<file path="config.mk">
export PLATFORM = sky130hd
export DESIGN_NAME = cache_beat_dispatcher
export DESIGN_NICKNAME = d
export VERILOG_FILES = /design/src/rtl/cache_beat_dispatcher.sv
export SDC_FILE = /design/constraint.sdc
export NUM_CORES = 1
export LEC_CHECK = 0
export ABC_CLOCK_PERIOD_IN_PS = 7450
export CAP_MARGIN = 0
export CORE_UTILIZATION = 44
export DETAILED_ROUTE_END_ITERATION = 16
export MAX_ROUTING_LAYER = met4
export PLACE_DENSITY = 0.66
export REMOVE_ABC_BUFFERS = 1
export SLEW_MARGIN = 20
export SYNTH_ARGS = -nofsm -noshare
export SYNTH_HDL_FRONTEND = slang
export SYNTH_SLANG_ARGS = --single-unit
</file>
<file path="constraint.sdc">
create_clock -name clk -period 7.45 [get_ports clk]
set_input_delay 1.49 -clock clk [delete_from_list [all_inputs] [get_ports clk]]
set_output_delay 1.49 -clock clk [all_outputs]
set_load 0.01 [all_outputs]
</file>
<file path="src/rtl/cache_beat_dispatcher.sv">
// Pops cache words from port 02 and serializes each into BEATS narrow beats
// on a valid/ready stream, with a one-word prefetch slot to avoid bubbles.
module cache_beat_dispatcher #(
  parameter int CACHE_WIDTH = 162,
  parameter int BEAT_WIDTH  = 27,
  parameter int BEATS       = 6,
  parameter int CNT_WIDTH   = 16
) (
  input  logic                   clk,
  input  logic                   rst_n,
  input  logic                   clk_en,
  input  logic                   start,
  input  logic [CNT_WIDTH-1:0]   cfg_words,
  output logic                   busy,
  output logic                   done,
  output logic                   read_req02,
  input  logic                   empty02,
  input  logic [CACHE_WIDTH-1:0] cache02_out,
  output logic [BEAT_WIDTH-1:0]  beat_data,
  output logic                   beat_valid,
  input  logic                   beat_ready,
  output logic                   beat_last,
  output logic                   frame_last,
  output logic [1:0]             dbg_state
);

  localparam int IDX_W = (BEATS > 1) ? $clog2(BEATS) : 1;
  localparam logic [IDX_W-1:0] LAST_IDX = IDX_W'(BEATS - 1);

  // Stream handshake: a beat transfers on a cycle where beat_valid, beat_ready
  // and clk_en are all high; beat_valid never drops before that transfer.
  typedef enum logic [1:0] {
    ST_IDLE = 2'd0,
    ST_RUN  = 2'd1,
    ST_DONE = 2'd2
  } state_t;

  state_t                 state_q, state_d;
  logic [CNT_WIDTH-1:0]   words_tot_q, words_tot_d;
  logic [CNT_WIDTH-1:0]   req_cnt_q, req_cnt_d;
  logic [CNT_WIDTH-1:0]   sent_cnt_q, sent_cnt_d;
  logic                   rd_pending_q, rd_pending_d;
  logic                   nxt_vld_q, nxt_vld_d;
  logic [CACHE_WIDTH-1:0] nxt_word_q, nxt_word_d;
  logic                   cur_vld_q, cur_vld_d;
  logic [CACHE_WIDTH-1:0] cur_word_q, cur_word_d;
  logic [IDX_W-1:0]       beat_idx_q, beat_idx_d;

  logic fire;
  logic last_fire;
  logic load;

  assign busy       = (state_q == ST_RUN) || (state_q == ST_DONE);
  assign done       = (state_q == ST_DONE);
  assign dbg_state  = state_q;
  assign beat_valid = cur_vld_q;
  assign beat_data  = cur_word_q[beat_idx_q*BEAT_WIDTH +: BEAT_WIDTH];
  assign beat_last  = cur_vld_q && (beat_idx_q == LAST_IDX);
  assign frame_last = beat_last && (sent_cnt_q == (words_tot_q - CNT_WIDTH'(1)));

  assign read_req02 = (state_q == ST_RUN) && clk_en && !empty02 && !nxt_vld_q &&
                      !rd_pending_q && (req_cnt_q < words_tot_q);
  assign fire      = cur_vld_q && beat_ready && clk_en;
  assign last_fire = fire && beat_last;
  // Uses the registered nxt_vld, so a capture never races a move.
  assign load      = (!cur_vld_q || last_fire) && nxt_vld_q;

  always_comb begin
    state_d      = state_q;
    words_tot_d  = words_tot_q;
    req_cnt_d    = req_cnt_q;
    sent_cnt_d   = sent_cnt_q;
    rd_pending_d = rd_pending_q;
    nxt_vld_d    = nxt_vld_q;
    nxt_word_d   = nxt_word_q;
    cur_vld_d    = cur_vld_q;
    cur_word_d   = cur_word_q;
    beat_idx_d   = beat_idx_q;

    case (state_q)
      ST_IDLE: begin
        if (start) begin
          words_tot_d = cfg_words;
          req_cnt_d   = '0;
          sent_cnt_d  = '0;
          state_d     = (cfg_words == '0) ? ST_DONE : ST_RUN;
        end
      end
      ST_RUN: begin
        if (fire && frame_last) state_d = ST_DONE;
      end
      ST_DONE: state_d = ST_IDLE;
      default: state_d = ST_IDLE;
    endcase

    if (read_req02) begin
      req_cnt_d    = req_cnt_q + CNT_WIDTH'(1);
      rd_pending_d = 1'b1;
    end else if (rd_pending_q) begin
      rd_pending_d = 1'b0;
    end

    if (load) nxt_vld_d = 1'b0;
    if (rd_pending_q) begin
      nxt_word_d = cache02_out;
      nxt_vld_d  = 1'b1;
    end

    if (load) begin
      cur_word_d = nxt_word_q;
      cur_vld_d  = 1'b1;
      beat_idx_d = '0;
    end else if (fire) begin
      if (beat_last) begin
        cur_vld_d  = 1'b0;
        beat_idx_d = '0;
      end else begin
        beat_idx_d = beat_idx_q + IDX_W'(1);
      end
    end

    if (last_fire) sent_cnt_d = sent_cnt_q + CNT_WIDTH'(1);
  end

  always_ff @(posedge clk) begin
    if (!rst_n) begin
      state_q      <= ST_IDLE;
      words_tot_q  <= '0;
      req_cnt_q    <= '0;
      sent_cnt_q   <= '0;
      rd_pending_q <= 1'b0;
      nxt_vld_q    <= 1'b0;
      nxt_word_q   <= '0;
      cur_vld_q    <= 1'b0;
      cur_word_q   <= '0;
      beat_idx_q   <= '0;
    end else if (clk_en) begin
      state_q      <= state_d;
      words_tot_q  <= words_tot_d;
      req_cnt_q    <= req_cnt_d;
      sent_cnt_q   <= sent_cnt_d;
      rd_pending_q <= rd_pending_d;
      nxt_vld_q    <= nxt_vld_d;
      nxt_word_q   <= nxt_word_d;
      cur_vld_q    <= cur_vld_d;
      cur_word_q   <= cur_word_d;
      beat_idx_q   <= beat_idx_d;
    end
  end

endmodule
</file>
Word level (Yosys, flattened, before mapping):

Cells that the tools add are included.

* flip-flop bits (word level): 380
* bits of input ports: 184

* add/sub/neg operators: 4
* $mul: 1
* $lt $le $gt $ge: 1
* equality and inequality tests: 6
* shift-type cells: 1
* mux-type cells: 17
* reduce and logical (&&, ||, !) cells: 36

Operators with widths (count)
* $shiftx 162x9->27: 1
* $mux 16: 4
* $add 16x1->16 const B: 2
* $eq 16x16->1: 1
* $logic_not 16->1: 1
* $lt 16x16->1: 1
* $sub 16x1->16 const B: 1
* $reduce_and 3->1: 5
* $reduce_bool 2->1: 7
* $logic_and 1x1->1: 12
* $mux 3: 3
* $mul 3x5->8 const B: 1
* $reduce_and 2->1: 4
* $mux 1: 6
* $mux 2: 3
* $logic_not 1->1: 4
* $pmux 2 s2: 1
* $add 3x1->3 const B: 1
* $eq 3x3->1 const B: 1
* $eq 2x1->1 const B: 1
* $eq 2x2->1 const B: 1
* $logic_not 2->1: 1
* $logic_or 1x1->1: 2
* $ne 2x1->1 const B: 1
* $ne 2x2->1 const B: 1

Logic depth before layout (Yosys ltp):

* depth in word-level cells: 8
* mapped depth: 12

Worst setup path before layout:

Ideal clock, no wire load.

* kind: input -> output
* start: input clk_en
* end: output read_req02
* arrival time: 2.282 ns
* data required time: 5.960 ns
* path slack: 3.678 ns
* cell stages on the path: 5
* buffers on the path: 0
* path through: nand3_1 > a2111oi_0 > nand2_1 > inv_1 > o21a_1

* cells in the longest elaborated chain, start to end: 5

Ends and longest elaborated chain
* start, declared: line 11 `input logic clk_en,`
* $logic_and 1x1->1 (4 in a row): line 61 `assign read_req02 = (state_q == ST_RUN) && clk_en && !empty02 && !nxt_vld_q &&`
* $logic_and 1x1->1: line 62 `!rd_pending_q && (req_cnt_q < words_tot_q);`
* end, declared: line 16 `output logic read_req02,`

Every way passes these cells.

Final worst setup path:

Ends and elaborated chain as after synthesis.

==> results.py <==
metrics = {
    "clocking": {
        "clk_path_buf_depth": 3,
        "cts_tree": "done",
        "cts_repair_resize_count": 0,
        "clk_transition_reported_paths_ns": 0.06,
        "cts.root.buffer_cell": "sky130_fd_sc_hd__clkbuf_16",
        "cts_buffers": 41,
        "setup_buffers_after_cts": 0,
        "htree_num_levels": 2,
        "worst_skew_pair.late_latency_ns": 0.53,
        "cts-hold-fix-buffers": 0,
        "cts.sinks": 380,
    },
    "global_route": {
        "largest_net_degree_at_the_start_of_global_routing": 170,
        "grt_first_pass_wirelength_um": 65400,
        "grt_overflow_total": 0,
        "antenna_found_initial": 1,
        "grt_usage_pct": 21.5,
        "first_global_vias": 12900,
    },
    "placement": {
        "hpwl_um": 25400,
        "weighted_congestion_reported_at_the_end_of_routability_driven_placement": 0.865,
        "port_buffers": 218,
    },
    "job": {
        "maxCapViolCount": 0,
    },
    "routing": {
        "route.detailed.vias_per_inst": 5.15,
        "firstDrtPassIters": 6,
        "avgRoutedWirePerCell_um": 15.4,
        "remaining_drc_errors": 0,
        "drt-initial-drc-count": 733,
        "vias": 13400,
        "drt_wl_total_um": 40100,
        "ant_nets": 0,
    },
    "worst_setup_path": {
        "start_kind": "input pin",
        "required_time_reported_for_the_critical_path_endpoint_ns": 5.96,
        "critPathCaptureType": "primary output",
        "critical_path_peak_fanout": 14,
        "setup.worst_path.class": "input pin to primary output",
        "arrival_ns": 4.03,
    },
    "power": {
        "max-vdd-ir-drop_mv": 0.135,
        "leakage_uw": 0.00644,
        "power-per-cell-area_mw_per_mm2": 215,
    },
    "synthesis": {
        "synthesis.area_mm2": 0.0165,
        "synthCells": 1973,
        "synth_area_leader_cell": "sky130_fd_sc_hd__dfxtp_1",
        "asyncSetResetFlopFracSynth_pct": 0,
        "netlist-cell-type-count": 50,
        "seq_area_frac_synth_pct": 46.2,
        "avgSynthCellArea_um2": 8.35,
        "synth-warning-count": 0,
        "post_synthesis_register_bit_count": 380,
        "synth.top_cell.area_share_pct": 46.2,
        "dominantRegCellSynth": "sky130_fd_sc_hd__dfxtp_1",
        "synth_enable_flop_cells": 0,
        "synth_top_cells_by_area": "sky130_fd_sc_hd__dfxtp_1 46%, sky130_fd_sc_hd__nand2_1 16%, sky130_fd_sc_hd__a21boi_0 16%",
    },
    "sta": {
        "finalCritPeriodShare_pct": 74.2,
        "tns_ns": 0,
        "final_hold_viol_count": 0,
        "drv_slew": 0,
        "report.final.setup_viol": 0,
        "achievable-frequency_mhz": 181,
        "timing.clock.skew_ns": 0.0120,
        "grt_setup_unrepaired": "no",
        "worst_pin_slew_ns": 1.01,
        "finalWorstPathRequiredPeriod_ns": 5.52,
        "worst_slew_margin_rel_pct": 32.7,
    },
    "floorplan": {
        "initial_core_util_pct": 44.9,
        "floorplan.rows": 70,
        "die_wd_um": 196,
        "floorplan.die_area_mm2": 0.0382,
        "coreArea_mm2": 0.0367,
        "die_height_um": 196,
        "design.portCount": 219,
    },
    "layout": {
        "drive_gt1_share_pct": 5.50,
        "area.growth.synth_to_final_pct": 21.9,
        "total_area_of_sequential_cells_mm2": 0.00761,
        "footprint_of_the_multi_input_gates_mm2": 0.00816,
        "final_util_pct": 54.8,
        "fill_cells": 3418,
        "final_nets": 2314,
    },
    "min_path": {
        "holdCritPathClass": "flop to flop",
    },
    "outcome": {
        "outcome": "complete, no violations",
    },
}
[per-stage QoR]
stage	setup slack [ns]	hold WS (ns)	area (um2)	instances	total power [uW]
finish	1.93	0.461	20100	2598	4330
global route	1.77	0.477	20100	2598	4500
CTS	1.97	0.463	20100	2597	4380
detailed placement	1.98	0.457	18800	2532	2460
global placement	2.05	0.448	18800	2532	2450
floorplan	1.06	0.440	15900	1834	2270
[worst max-delay path, cell delays in order]
cell	delay, ns
sky130_fd_sc_hd__clkdlybuf4s50_1	0.84
sky130_fd_sc_hd__nand3_1	0.24
sky130_fd_sc_hd__a2111oi_0	0.44
sky130_fd_sc_hd__nand2_1	0.13
sky130_fd_sc_hd__inv_1	0.09
sky130_fd_sc_hd__o21a_1	0.24
sky130_fd_sc_hd__clkdlybuf4s50_1	0.57
[final timing paths]
path / start / to / slack, ns / depth (start not counted)
worst max-delay path: clk_en / read_req02 / 1.93 / 7
worst min-delay path: nxt_word_q[57] / cur_word_q[57] / 0.46 / 2
worst max register to register: beat_idx_q[1] / cur_word_q[53] / 4.11 / 8
worst min register to register: nxt_word_q[57] / cur_word_q[57] / 0.46 / 2
[placed cells by master, fill, tap and decap left out, types with 4 or more instances in the layout]
cell	netlist	routed
sky130_fd_sc_hd__clkbuf_1	126	6
sky130_fd_sc_hd__o22ai_1	27	27
sky130_fd_sc_hd__clkbuf_16	0	41
sky130_fd_sc_hd__a31o_2	4	4
sky130_fd_sc_hd__mux4_2	27	27
sky130_fd_sc_hd__clkbuf_8	0	10
sky130_fd_sc_hd__and3_1	9	8
sky130_fd_sc_hd__inv_1	55	55
sky130_fd_sc_hd__nand2_1	712	711
sky130_fd_sc_hd__nor4_1	8	8
sky130_fd_sc_hd__o31ai_1	6	6
sky130_fd_sc_hd__nor3_1	4	4
sky130_fd_sc_hd__dfxtp_1	380	377
sky130_fd_sc_hd__xnor2_1	22	22
sky130_fd_sc_hd__and2_1	5	4
sky130_fd_sc_hd__or3_1	5	5
sky130_fd_sc_hd__nor2_1	22	22
sky130_fd_sc_hd__xor2_1	12	12
sky130_fd_sc_hd__mux2i_1	29	29
sky130_fd_sc_hd__o21ai_0	19	19
sky130_fd_sc_hd__nand3_1	27	26
sky130_fd_sc_hd__clkdlybuf4s50_1	0	217
sky130_fd_sc_hd__buf_4	0	11
sky130_fd_sc_hd__a21boi_0	343	343
sky130_fd_sc_hd__clkinv_2	0	5
sky130_fd_sc_hd__nand4_1	14	14
sky130_fd_sc_hd__or4_1	6	6
sky130_fd_sc_hd__nand2b_1	5	5
sky130_fd_sc_hd__a21oi_1	26	26
sky130_fd_sc_hd__ha_1	23	23
sky130_fd_sc_hd__a21o_1	7	7
sky130_fd_sc_hd__o21a_1	4	4
sky130_fd_sc_hd__nor2b_1	7	7
[sequential cells by signal, indices dropped and copies added, names as in the netlist]
name	count
beat_idx_q	3
beat_valid	1
cur_word_q	162
dbg_state	2
nxt_vld_q	1
nxt_word_q	162
rd_pending_q	1
req_cnt_q	16
sent_cnt_q	16
words_tot_q	16
[area by class of cell]
cell class              instances  share of cell area (%)
multi-input cells            1399                    40.6
flip-flops and latches        380                    37.9
repair buffers                230                    11.3
clock buffers                  56                    5.83
well taps                     468                    2.91
inverters                      55                    1.03
clock inverters                 9                   0.405
diodes                          1                  0.0125
[synthesized netlist by cell type (all sizes together) (2+ instances only)]
cell     instances
a21boi         343
a21o             7
a21oi           27
a31o             4
a31oi            3
a41oi            2
and2             5
and3             9
and4             2
buf             13
clkbuf         126
dfxtp          380
ha              23
inv             55
mux2i           29
mux4            27
nand2          712
nand2b           5
nand3           27
nand4           14
nor2            22
nor2b            7
nor3             5
nor3b            2
nor4             9
o2111ai          3
o21a             4
o21ai           20
o22ai           27
o31ai            6
or2              3
or3              5
or4              6
xnor2           22
xor2            12
[layer usage]
metal	track usage (%)	vias to the layer above	routed length [um]
met5	-	-	0
met3	2.71	46	1260
met4	4.90	0	686
met2	33.9	232	18300
li1	-	6826	-
met1	29.5	6282	19800
[cells by family (layout without fill, tap and decap cells)]
logic type | after synthesis | in the layout | share of synthesized area [%]
multiplexers | 56 | 56 | 5.45
AND/OR/NAND/NOR | 834 | 834 | 20.5
AO/OA/AOI/OAI | 452 | 452 | 19.8
XOR/XNOR | 34 | 34 | 1.81
adder cells (fa/ha/maj) | 23 | 23 | 1.75
other | 0 | 1 | 0
flip-flops | 380 | 380 | 46.2
buffers and inverters | 194 | 350 | 4.52
[where the power goes]
group / total, uW / switching, uW / leakage [uW] / internal [uW]
sequential: 2070 / 20.8 / 0.00306 / 2050
combinational: 341 / 163 / 0.00276 / 178
clock: 1910 / 787 / 0.000624 / 1130
No activity file was read; power rests on OpenSTA's default activity.
